`src/rtl/pu_spi_pingpong_buffer.sv`:
```
// Double-buffered exchange between the NITTA bus and an SPI core: one ping-pong
// pair for send, one for receive, swapped on flag_cycle once SPI is idle.
module pu_spi_pingpong_buffer #(
  parameter int DATA_WIDTH  = 32,
  parameter int ATTR_WIDTH  = 4,
  parameter int BUFFER_SIZE = 6,
  localparam int CNT_W      = $clog2(BUFFER_SIZE + 1)
) (
  input  logic                  clk,
  input  logic                  rst,
  input  logic                  signal_wr,
  input  logic [DATA_WIDTH-1:0] data_in,
  input  logic                  signal_oe,
  output logic [DATA_WIDTH-1:0] data_out,
  output logic [ATTR_WIDTH-1:0] attr_out,
  input  logic                  flag_cycle,
  output logic                  flag_swapped,
  output logic                  flag_error,
  input  logic                  spi_busy,
  input  logic                  spi_tx_rd,
  output logic [DATA_WIDTH-1:0] spi_tx_data,
  output logic [CNT_W-1:0]      spi_tx_count,
  output logic                  spi_tx_empty,
  input  logic                  spi_rx_wr,
  input  logic [DATA_WIDTH-1:0] spi_rx_data,
  output logic                  spi_rx_full,
  output logic                  dbg_state_o
);

  localparam int AW = (BUFFER_SIZE > 1) ? $clog2(BUFFER_SIZE) : 1;
  localparam logic [CNT_W-1:0] DEPTH = CNT_W'(BUFFER_SIZE);

  typedef enum logic {S_IDLE, S_PENDING} state_t;

  // Handshake: every strobe is a single-cycle request sampled on the rising
  // edge; no ready exists, so a strobe that cannot be honoured is dropped and
  // recorded in flag_error. SPI strobes count only while spi_busy is high.

  logic [DATA_WIDTH-1:0] send_mem [2][BUFFER_SIZE];
  logic [DATA_WIDTH-1:0] recv_mem [2][BUFFER_SIZE];

  state_t                state_q, state_d;
  logic                  sel_q, sel_d;
  logic [CNT_W-1:0]      wr_cnt_q, wr_cnt_d;
  logic [CNT_W-1:0]      rd_cnt_q, rd_cnt_d;
  logic [CNT_W-1:0]      rd_ptr_q, rd_ptr_d;
  logic [CNT_W-1:0]      tx_cnt_q, tx_cnt_d;
  logic [CNT_W-1:0]      tx_ptr_q, tx_ptr_d;
  logic [CNT_W-1:0]      rx_cnt_q, rx_cnt_d;
  logic [DATA_WIDTH-1:0] data_out_q, data_out_d;
  logic [DATA_WIDTH-1:0] tx_data_q, tx_data_d;
  logic                  inv_q, inv_d;
  logic                  err_q, err_d;
  logic                  swapped_q;
  logic                  swap;
  logic                  wr_ok, rd_ok, tx_ok, rx_ok;
  logic                  tx_req, rx_req;

  always_comb begin
    state_d = state_q;
    swap    = 1'b0;
    unique case (state_q)
      S_IDLE: begin
        if (flag_cycle && spi_busy) state_d = S_PENDING;
        else if (flag_cycle)        swap    = 1'b1;
      end
      S_PENDING: begin
        if (!spi_busy) begin
          swap    = 1'b1;
          state_d = S_IDLE;
        end
      end
      default: state_d = S_IDLE;
    endcase
  end

  always_comb begin
    tx_req = spi_busy && spi_tx_rd;
    rx_req = spi_busy && spi_rx_wr;
    wr_ok  = signal_wr && (wr_cnt_q < DEPTH);
    rd_ok  = signal_oe && (rd_ptr_q < rd_cnt_q);
    tx_ok  = tx_req && (tx_ptr_q < tx_cnt_q);
    rx_ok  = rx_req && (rx_cnt_q < DEPTH);

    wr_cnt_d   = wr_cnt_q + CNT_W'(wr_ok);
    rd_ptr_d   = rd_ptr_q + CNT_W'(rd_ok);
    tx_ptr_d   = tx_ptr_q + CNT_W'(tx_ok);
    rx_cnt_d   = rx_cnt_q + CNT_W'(rx_ok);
    rd_cnt_d   = rd_cnt_q;
    tx_cnt_d   = tx_cnt_q;
    sel_d      = sel_q;
    data_out_d = data_out_q;
    inv_d      = inv_q;
    tx_data_d  = tx_data_q;
    err_d      = err_q | (signal_wr && !wr_ok) | (signal_oe && !rd_ok)
               | (tx_req && !tx_ok) | (rx_req && !rx_ok);

    if (signal_oe) begin
      data_out_d = rd_ok ? recv_mem[sel_q][rd_ptr_q[AW-1:0]] : '0;
      inv_d      = !rd_ok;
    end
    if (tx_req) tx_data_d = tx_ok ? send_mem[!sel_q][tx_ptr_q[AW-1:0]] : '0;

    // A write landing on the swap edge is still handed to the SPI side.
    if (swap) begin
      sel_d    = !sel_q;
      tx_cnt_d = wr_cnt_d;
      wr_cnt_d = '0;
      tx_ptr_d = '0;
      rd_cnt_d = rx_cnt_d;
      rx_cnt_d = '0;
      rd_ptr_d = '0;
    end
  end

  always_ff @(posedge clk or negedge rst) begin
    if (!rst) begin
      state_q    <= S_IDLE;
      sel_q      <= 1'b0;
      wr_cnt_q   <= '0;
      rd_cnt_q   <= '0;
      rd_ptr_q   <= '0;
      tx_cnt_q   <= '0;
      tx_ptr_q   <= '0;
      rx_cnt_q   <= '0;
      data_out_q <= '0;
      tx_data_q  <= '0;
      inv_q      <= 1'b0;
      err_q      <= 1'b0;
      swapped_q  <= 1'b0;
    end else begin
      state_q    <= state_d;
      sel_q      <= sel_d;
      wr_cnt_q   <= wr_cnt_d;
      rd_cnt_q   <= rd_cnt_d;
      rd_ptr_q   <= rd_ptr_d;
      tx_cnt_q   <= tx_cnt_d;
      tx_ptr_q   <= tx_ptr_d;
      rx_cnt_q   <= rx_cnt_d;
      data_out_q <= data_out_d;
      tx_data_q  <= tx_data_d;
      inv_q      <= inv_d;
      err_q      <= err_d;
      swapped_q  <= swap;
    end
  end

  // Bank storage carries no reset.
  always_ff @(posedge clk) begin
    if (wr_ok) send_mem[sel_q][wr_cnt_q[AW-1:0]] <= data_in;
    if (rx_ok) recv_mem[!sel_q][rx_cnt_q[AW-1:0]] <= spi_rx_data;
  end

  assign data_out     = data_out_q;
  assign attr_out     = ATTR_WIDTH'(inv_q);
  assign flag_swapped = swapped_q;
  assign flag_error   = err_q;
  assign spi_tx_data  = tx_data_q;
  assign spi_tx_count = tx_cnt_q;
  assign spi_tx_empty = (tx_ptr_q == tx_cnt_q);
  assign spi_rx_full  = (rx_cnt_q == DEPTH);
  assign dbg_state_o  = (state_q == S_PENDING);

endmodule

```
`config.mk`:
```
export PLATFORM = sky130hd
export DESIGN_NAME = pu_spi_pingpong_buffer
export DESIGN_NICKNAME = d
export VERILOG_FILES = /design/src/rtl/pu_spi_pingpong_buffer.sv
export SDC_FILE = /design/constraint.sdc
export NUM_CORES = 1
export LEC_CHECK = 0
export CAP_MARGIN = 40
export CORE_ASPECT_RATIO = 0.7
export CORE_MARGIN = 5
export CORE_UTILIZATION = 51
export DETAILED_ROUTE_END_ITERATION = 10
export GPL_TIMING_DRIVEN = 0
export PLACE_DENSITY = 0.74
export SYNTH_ARGS = -nofsm -noshare
export SYNTH_HDL_FRONTEND = slang
export SYNTH_SLANG_ARGS = --single-unit
```
`constraint.sdc`:
```
create_clock -name clk -period 10.8 [get_ports clk]
set_clock_uncertainty 0.05 [all_clocks]
set_input_delay 2.7 -clock clk [delete_from_list [all_inputs] [get_ports clk]]
set_output_delay 2.7 -clock clk [all_outputs]
set_load 0.1 [all_outputs]
```
* Yosys cells after proc, flatten, opt, wreduce, memory -nomap -nowiden
Memory sizes are Yosys's and may differ from the RTL's.
Cells that the tools add are included.
** Storage, ports and cells
- Register bits :: 87
- Bits in writable memories :: 768
- Bits of input ports :: 72
- Output and inout port bits :: 76
- Logic and storage cells :: 85
- Memories :: 2
** Cells by class
- $add $sub $neg :: 4
- $lt $le $gt $ge :: 10
- Equality and inequality tests :: 2
- Mux-type cells :: 27
- Bitwise operators :: 9
- Reductions and logical operators :: 18
** Memory list
- recv_mem :: words 2, bits a word 192, read ports 1, clocked after memory_dff 0, write ports 1, line 40 : logic [DATA_WIDTH-1:0] recv_mem [2][BUFFER_SIZE];
- send_mem :: words 2, bits a word 192, read ports 1, clocked after memory_dff 0, write ports 1, line 39 : logic [DATA_WIDTH-1:0] send_mem [2][BUFFER_SIZE];
** Operators with widths (count)
- $mux 192 :: 2
- $mux 32 :: 8
- $bmux 32 s3 :: 2
- $demux 32 s3 :: 2
- $ge 4x4->1 const B :: 4
- $not 3->4 :: 4
- $logic_and 1x1->1 :: 13
- $add 3x1->3 :: 4
- $mux 3 :: 4
- $lt 4x1->1 const B :: 2
- $mux 1 :: 7
- $lt 3x3->1 :: 2
- $lt 3x3->1 const B :: 2
- $logic_not 1->1 :: 5
- $or 1x1->1 :: 4
- $pmux 1 s2 :: 2
- $eq 3x3->1 :: 1
- $eq 3x3->1 const B :: 1
- $not 1->1 :: 1

* Depth between registers and ports, before layout
Gate-level depths: netlist (run 1).
- Depth in word-level cells :: 8
- Depth in mapped cells :: 13
- Depth with buffers taken out :: 9

* Least setup slack after synthesis (run 1)
OpenSTA, ideal clock, no wires.
- Path type :: input to register
- Start point :: in spi_rx_wr
- End point :: mem recv_mem[1][100] in the netlist's numbering, enable pin
- Setup time :: 501 ps
- Data arrival time :: 5856 ps
- Data required time :: 10249 ps
- Path slack :: 4392 ps
- Cell stages on the path :: 2
- Buffers on the path :: 0
- Cell sequence :: nand3_1 nor4_1
** On the way
- Cells in the longest elaborated chain, start to end :: 4
** Ends and longest elaborated chain
- from (decl) :: line 24 : input logic spi_rx_wr,
- $logic_and 1x1->1 :: line 79 : rx_req = spi_busy && spi_rx_wr;
- $logic_and 1x1->1 :: line 83 : rx_ok = rx_req && (rx_cnt_q < DEPTH);
- $mux 1 :: line 151 : if (rx_ok) recv_mem[!sel_q][rx_cnt_q[AW-1:0]] <= spi_rx_data;
- $mux 192 (implied by the code) :: line 151
- to (decl) :: line 40
No other way between the ends.

* Worst setup path in the final report (run 1)
- Start point :: reg tx_ptr_q[0]
- End point :: out spi_tx_empty
** On the way
- Cells in the longest elaborated chain, start to end :: 1
** Ends and longest elaborated chain
- from (decl) :: line 48 : logic [CNT_W-1:0] tx_ptr_q, tx_ptr_d;
- from (signal assigned) :: line 138 : tx_ptr_q <= tx_ptr_d;
- $eq 3x3->1 :: line 160 : assign spi_tx_empty = (tx_ptr_q == tx_cnt_q);
- to (decl) :: line 23 : output logic spi_tx_empty,
No other way between the ends.

==> flow_metrics.env, run 1 <==
export IMPL_status="finished clean"
export IMPL_track_usage_pct=22.9
export IMPL_ctsHoldBuffers=0
export IMPL_grt_max_degree=55
export IMPL_core_rowCount=78
export IMPL_io_pins=148
export IMPL_synthAdderAreaFrac_pct=0.487
export IMPL_hold_viol=0
export IMPL_synth_top_family_by_area="multiplexers"
export IMPL_synthArstFlopShare_pct=10.2
export IMPL_synth_seq_cells=855
export IMPL_yosys_warnings=0
export IMPL_path_class="reg -> out"
export IMPL_syn2layout_area_growth_pct=21.5
export IMPL_antenna_found_initial=5
export IMPL_synthMuxAreaShare_pct=10.2
export IMPL_synthCells=1870
export IMPL_dp_hpwl_um=54500
export IMPL_timing_rr_start="sel_q$_DFFE_PN0N_"
export IMPL_drcViolationCount=0
export IMPL_ys_flop_type="edfxtp_1"
export IMPL_start_util_pct=51.5
export IMPL_nNetsFinal=2316
export IMPL_cts_buffers=79
export IMPL_cts_resized=0
export IMPL_cts_htree_levels=3
export IMPL_setup_viol=0
export IMPL_post_drt_via_cell_ratio=5.88
export IMPL_final_cell_mix="edfxtp_1 (768), mux2i_1 (160), clkdlybuf4s50_1 (143), dfrtp_1 (87)"
export IMPL_ir_worst_vdd_mv=0.164
export IMPL_drive_above_1_share_pct=20.1
export IMPL_synth_edf_count=768
export IMPL_worst_pin_slew_ps=929
export IMPL_clk_latency_ps=620
export IMPL_worstSetupEndpointType="output port"
export IMPL_arrival_ps=3180
export IMPL_clkTransAtPathRegs_ps=60
export IMPL_cp_startpoint="tx_ptr_q[0]$_DFF_PN0_"
export IMPL_drt_pre_antenna_iters=6
export IMPL_postCtsSetupRepairBufs=0
export IMPL_layout_commonest_cell="edfxtp_1"
export IMPL_syn_area_um2=33400
export IMPL_syn_area_per_cell_um2=17.8
export IMPL_wl_um=80800
export IMPL_synth_cell_types=49
export IMPL_place_area_um2=38000
export IMPL_wl_per_cell_um=25.4
export IMPL_cts_tree="done"
export IMPL_worstHoldStart="rd_cnt_q[0]$_DFFE_PN0N_"
export IMPL_fin_crit_ps=5930
export IMPL_fin_crit_sh_pct=54.9
export IMPL_whs_ps=443
export IMPL_max_freq_mhz=169
export IMPL_root_buffer="clkbuf_16"
export IMPL_power_density_cell_area_nw_per_um2=259
export IMPL_rsz0062_at_grt="false"
export IMPL_drtAntennaViolNets=0
export IMPL_leakage_uw=0.0133
export IMPL_die_area_um2=70700
export IMPL_drv_slew=0
export IMPL_path_max_fanout=10
export IMPL_setup_worst_path_start_class="flop"
export IMPL_grt_pass1_wl_um=121000
export IMPL_die_w_um=316
export IMPL_core_area_um2=64800
export IMPL_grt_ovfl_total=0
export IMPL_hold_class="reg -> reg"
export IMPL_max_slew_margin_rel_pct=37.9
export IMPL_synth_compound_area_share_pct=7.31
export IMPL_clock_sinks=855
export IMPL_via_count=18700
export IMPL_cp_data_required_time_ps=8050
export IMPL_cts_buffer_depth=3
export IMPL_portBuffers=144
export IMPL_synth_xor_xnor_area_share_pct=0.131
export IMPL_gp_congestion=0.821
export IMPL_tns_ps=0
export IMPL_die_h_um=224
export IMPL_cap_violations=0
export IMPL_synth_simple_area_share_pct=4.24
export IMPL_stdcell_area_um2=40600
export IMPL_yosysSeqAreaShare_pct=75.6
export IMPL_grt_pass1_vias=19100
export IMPL_drt_iter0_markers=2317
## metal layers
| layer | global-route usage (%) | part of all wire [%] | wire length, µm | vias up |
|---|---|---|---|---|
| met1 | 34.1 | 43 | 34800 | 9527 |
| met3 | 4.58 | 8.7 | 7030 | 144 |
| met5 | 0 | 0.016 | 13 | - |
| met2 | 35.1 | 46 | 37000 | 866 |
| met4 | 6.27 | 2.4 | 1980 | 2 |
| li1 | - | - | - | 8161 |
## stage by stage
| step | std cells | worst slack (ps) | utilization [%] | power (µW) |
|---|---|---|---|---|
| 2_1_floorplan | 1872 | 4390 | - | 6390 |
| 3_3_place_gp | 2896 | 423 | 55.4 | 7310 |
| 3_5_place_dp | 3029 | 5250 | 58.7 | 7850 |
| 4_1_cts | 3173 | 4860 | 62.5 | 10500 |
| 5_1_grt | 3178 | 4770 | 62.6 | 10900 |
| 6_report | 3179 | 4870 | 62.6 | 10500 |
## cell families after synthesis
family,after synthesis
compound gates,333
fa+ha+maj,13
xor+xnor,5
flops,855
mux,256
other cells,1
simple gates,275
buf+inv,132
## cell type report
| type | instances | area (µm²) |
|---|---|---|
| multi-input cells | 885 | 7630 |
| plain buffers | 123 | 624 |
| clock buffers | 109 | 2200 |
| inverters | 9 | 33.8 |
| fillers | 4463 | 24300 |
| flip-flops and latches | 855 | 25200 |
| clock inverters | 35 | 297 |
| repair buffers | 278 | 3410 |
| diodes | 5 | 12.5 |
| well taps | 880 | 1100 |
## synthesized netlist by cell type (10+ instances only)
master	number	area (µm²)
mux4_2	64	1440
nand2_1	83	312
a22oi_1	31	233
dfrtp_1	87	2180
nor2b_1	34	213
nand3_1	34	170
mux2_2	31	349
a211oi_1	32	240
nand2b_1	70	438
edfxtp_1	768	23100
nor3_1	10	50.1
a2111oi_0	32	280
ha_1	13	163
nor2_1	22	82.6
buf_4	11	82.6
o21ai_1	32	160
a32o_1	32	320
and2_1	10	62.6
buf_6	10	113
mux2i_1	160	1600
o31ai_2	30	375
a21oi_1	67	335
o211ai_1	33	248
buf_2	37	185
clkbuf_1	62	233
o21ai_0	35	175
## registers in the layout, summed over array words and instances, names as in the netlist, 3 cells and up
| signal | cells |
|---|---|
| rd_ptr_q | 3 |
| spi_tx_data | 32 |
| send_mem | 384 |
| rx_cnt_q | 3 |
| tx_ptr_q | 3 |
| rd_cnt_q | 3 |
| recv_mem | 384 |
| wr_cnt_q | 3 |
| spi_tx_count | 3 |
| data_out | 32 |
## where the power goes
| part | internal (µW) | switching [µW] | total, µW |
|---|---|---|---|
| combinational | 1380 | 2360 | 3750 |
| clock | 1530 | 1170 | 2700 |
| sequential | 3900 | 155 | 4060 |
| total | 6810 | 3690 | 10500 |
## worst max-delay path: stages (launching register included)
cell and delay (ps):
dfrtp_1 360, buf_2 230, buf_2 330, buf_2 350, inv_2 60, ha_1 270, and3_1 210, clkdlybuf4s50_1 550
buf_8 210
## worst paths after layout
kind / endpoint / slack (ps) / cells past startpoint
worst max register to register: recv_mem[0][99]$_DFFE_PP_ / 7220 / 9
worst min register to register: rd_cnt_q[0]$_DFFE_PN0N_ / 440 / 2
max in group asynchronous: data_out[10]$_DFFE_PN0P_ / 8030 / 2
worst max-delay path: spi_tx_empty / 4870 / 8
worst min-delay path: rd_cnt_q[0]$_DFFE_PN0N_ / 440 / 2
min in group asynchronous: spi_tx_data[23]$_DFFE_PN0P_ / 1960 / 1
Note: power is estimated with default switching activity, not from simulation.
==> run 2: changes to the inputs <==
--- a/config.mk
+++ b/config.mk
@@ -11,7 +11,7 @@
 export CORE_UTILIZATION = 51
 export DETAILED_ROUTE_END_ITERATION = 10
 export GPL_TIMING_DRIVEN = 0
-export PLACE_DENSITY = 0.74
+export PLACE_DENSITY = 0.77
 export SYNTH_ARGS = -nofsm -noshare
 export SYNTH_HDL_FRONTEND = slang
 export SYNTH_SLANG_ARGS = --single-unit
==> constraint.sdc (replaced) <==
create_clock -name clk -period 5 [get_ports clk]
set_clock_uncertainty 0.05 [all_clocks]
set_input_delay 1.25 -clock clk [delete_from_list [all_inputs] [get_ports clk]]
set_output_delay 1.25 -clock clk [all_outputs]
set_load 0.1 [all_outputs]
==> run 2 against run 1 <==
- combinational power increased by 120%
- first-iteration DRC count increased by 0.22%
- sequential share of layout area decreased by 0.26 points
- non-clock buffer count decreased by 2
- global-route usage increased by 0.52 points
- worst hold slack got worse by 4.1 ps
- cell count about the same
- register-to-register slack got worse by 5900 ps
- critical path depth unchanged
- cell area increased by 0.42%
- clock-buffer cell count increased by 3
- critical endpoint unchanged
- largest cell class unchanged
- highest routed layer unchanged
==> flow_metrics.env, run 2 (synthesized netlist as in run 1, its figures left out) <==
export IMPL_die_h_um=224
export IMPL_fin_ws_ps=442
export IMPL_cts_resized=0
export IMPL_final_cell_mix="edfxtp_1 (768), mux2i_1 (160), clkdlybuf4s50_1 (143), dfrtp_1 (87)"
export IMPL_cap_violations=0
export IMPL_rsz0062_at_grt="false"
export IMPL_leakage_uw=0.0134
export IMPL_drv_slew=0
export IMPL_max_stage_delay_ps=530
export IMPL_grt_max_degree=37
export IMPL_power_density_cell_area_nw_per_um2=571
export IMPL_pwr_share_clk_pct=27.0
export IMPL_multi_input_area_um2=7630
export IMPL_path_delay_family="buffers and inverters"
export IMPL_layout_commonest_cell="edfxtp_1"
export IMPL_cp_data_required_time_ps=3700
export IMPL_grt_pass1_vias=19500
export IMPL_start_util_pct=51.5
export IMPL_fin_crit_ps=4560
export IMPL_worstSetupEndpointType="output port"
export IMPL_wl_per_cell_um=26.2
export IMPL_fin_util_pct=62.8
export IMPL_path_max_fanout=10
export IMPL_wl_met1_um=35100
export IMPL_path_cells="buf_2 > buf_2 > buf_2 > inv_2 > ha_1 > and3_1 > clkdlybuf4s50_1 > buf_8"
export IMPL_drt_pre_antenna_iters=5
export IMPL_dr_wl_met2_um=38200
export IMPL_wl_um=83300
export IMPL_dpl_worst_slack_ps=689
export IMPL_intPower_uw=15200
export IMPL_slowest_stage="clkdlybuf4s50_1"
export IMPL_ctsHoldBuffers=0
export IMPL_via_count=19300
export IMPL_grt_ovfl_total=0
export IMPL_gp_congestion=0.820
export IMPL_hold_class="reg -> reg"
export IMPL_root_buffer="clkbuf_16"
export IMPL_syn2layout_area_growth_pct=22.0
export IMPL_clock_sinks=855
export IMPL_max_slew_margin_rel_pct=32.7
export IMPL_drt_iter0_markers=2322
export IMPL_drcViolationCount=0
export IMPL_clkTransAtPathRegs_ps=70
export IMPL_fin_crit_sh_pct=91.2
export IMPL_status="finished clean"
export IMPL_seq_area_um2=25200
export IMPL_cts_buffers=80
export IMPL_grt_pass1_wl_um=124000
export IMPL_setup_viol=0
export IMPL_nNetsFinal=2315
export IMPL_worst_pin_slew_ps=1000
export IMPL_hold_viol=0
export IMPL_clk_latency_ps=610
export IMPL_antenna_found_initial=4
export IMPL_die_w_um=316
export IMPL_core_area_um2=64800
export IMPL_arrival_ps=3260
export IMPL_core_rowCount=78
export IMPL_place_area_um2=37900
export IMPL_stdcell_area_um2=40700
export IMPL_cp_common_cell="buf_2"
export IMPL_path_class="reg -> out"
export IMPL_io_pins=148
export IMPL_dp_hpwl_um=55200
export IMPL_p_switching_uw=8100
export IMPL_swShare_pct=34.8
export IMPL_cts_tree="done"
export IMPL_tns_ps=0
export IMPL_die_area_um2=70700
export IMPL_n_fill_cell=4443
export IMPL_cp_buffers_inverters=6
export IMPL_portBuffers=144
export IMPL_max_freq_mhz=219
export IMPL_setup_worst_path_start_class="flop"
export IMPL_dr_wl_met3_um=8120
export IMPL_cts_buffer_depth=3
export IMPL_drive_above_1_share_pct=20.6
export IMPL_sequentialPowerShare_pct=37.6
export IMPL_highest_layer="met5"
export IMPL_ir_worst_vdd_mv=0.396
export IMPL_comb_power_share_pct=35.3
export IMPL_drtAntennaViolNets=0
export IMPL_cts_htree_levels=3
export IMPL_postCtsSetupRepairBufs=0
export IMPL_track_usage_pct=23.4
export IMPL_post_drt_via_cell_ratio=6.06
-- run 2: changes by cell type in the layout (fill, tap and decap cells not counted), sizes merged --
| cell | before | now |
|---|---|---|
| diode | 5 | 3 |
| clkinv | 28 | 21 |
| clkbuf | 172 | 174 |
| buf | 195 | 194 |
| bufinv | 4 | 9 |
| inv | 10 | 14 |
-- run 2: path summary, 6_finish.rpt --
path / endpoint / depth (start not counted) / start / slack (ps)
worst min-delay path: data_out[15]$_DFFE_PN0P_ / 2 / data_out[15]$_DFFE_PN0P_ / 440
worst min register to register: data_out[15]$_DFFE_PN0P_ / 2 / data_out[15]$_DFFE_PN0P_ / 440
max in group asynchronous: data_out[2]$_DFFE_PN0P_ / 2 / rst / 3780
worst max register to register: send_mem[0][162]$_DFFE_PP_ / 7 / sel_q$_DFFE_PN0N_ / 1320
min in group asynchronous: spi_tx_data[26]$_DFFE_PN0P_ / 1 / rst / 540
worst max-delay path: spi_tx_empty / 8 / tx_ptr_q[0]$_DFF_PN0_ / 440
-- run 2: worst min-delay path, stage by stage, from the launching register on --
cell     delay [ps]
dfrtp_1         340
nand2_1          60
o31ai_2          50
-- run 2: per-layer routing --
layer,vias to the layer above,GRT usage [%]
met5,-,0
met4,2,6.65
met3,139,4.57
met2,1080,35.2
met1,9875,35.5
li1,8165,-
-- run 2: metrics by stage --
| stage | total power [µW] | cells | hold slack [ps] |
|---|---|---|---|
| 2_1_floorplan | 13800 | 1872 | 397 |
| 3_3_place_gp | 15800 | 2896 | 426 |
| 3_5_place_dp | 17000 | 3026 | 419 |
| 4_1_cts | 23300 | 3175 | 436 |
| 5_1_grt | 24000 | 3180 | 450 |
| 6_report | 23300 | 3180 | 439 |
-- run 2: area by class of cell --
cell class                      count  area share [%]
Inverter                            9          0.0830
Antenna cell                        3          0.0184
Sequential cell                   855            62.0
Clock inverter                     37            1.06
Timing Repair Buffer              276            8.22
Tap cell                          880            2.70
Clock buffer                      112            5.66
Buffer                            123            1.53
Multi-Input combinational cell    885            18.7
-- run 2: power by group through the flow --
stage          logic [µW]  registers, µW  clock network [µW]
6_report             8220           8760                6290
2_1_floorplan        3120          10700                   0
3_3_place_gp         6870           8920                   0
4_1_cts              8200           8760                6360
5_1_grt              8570           8800                6670
3_5_place_dp         8150           8890                   0
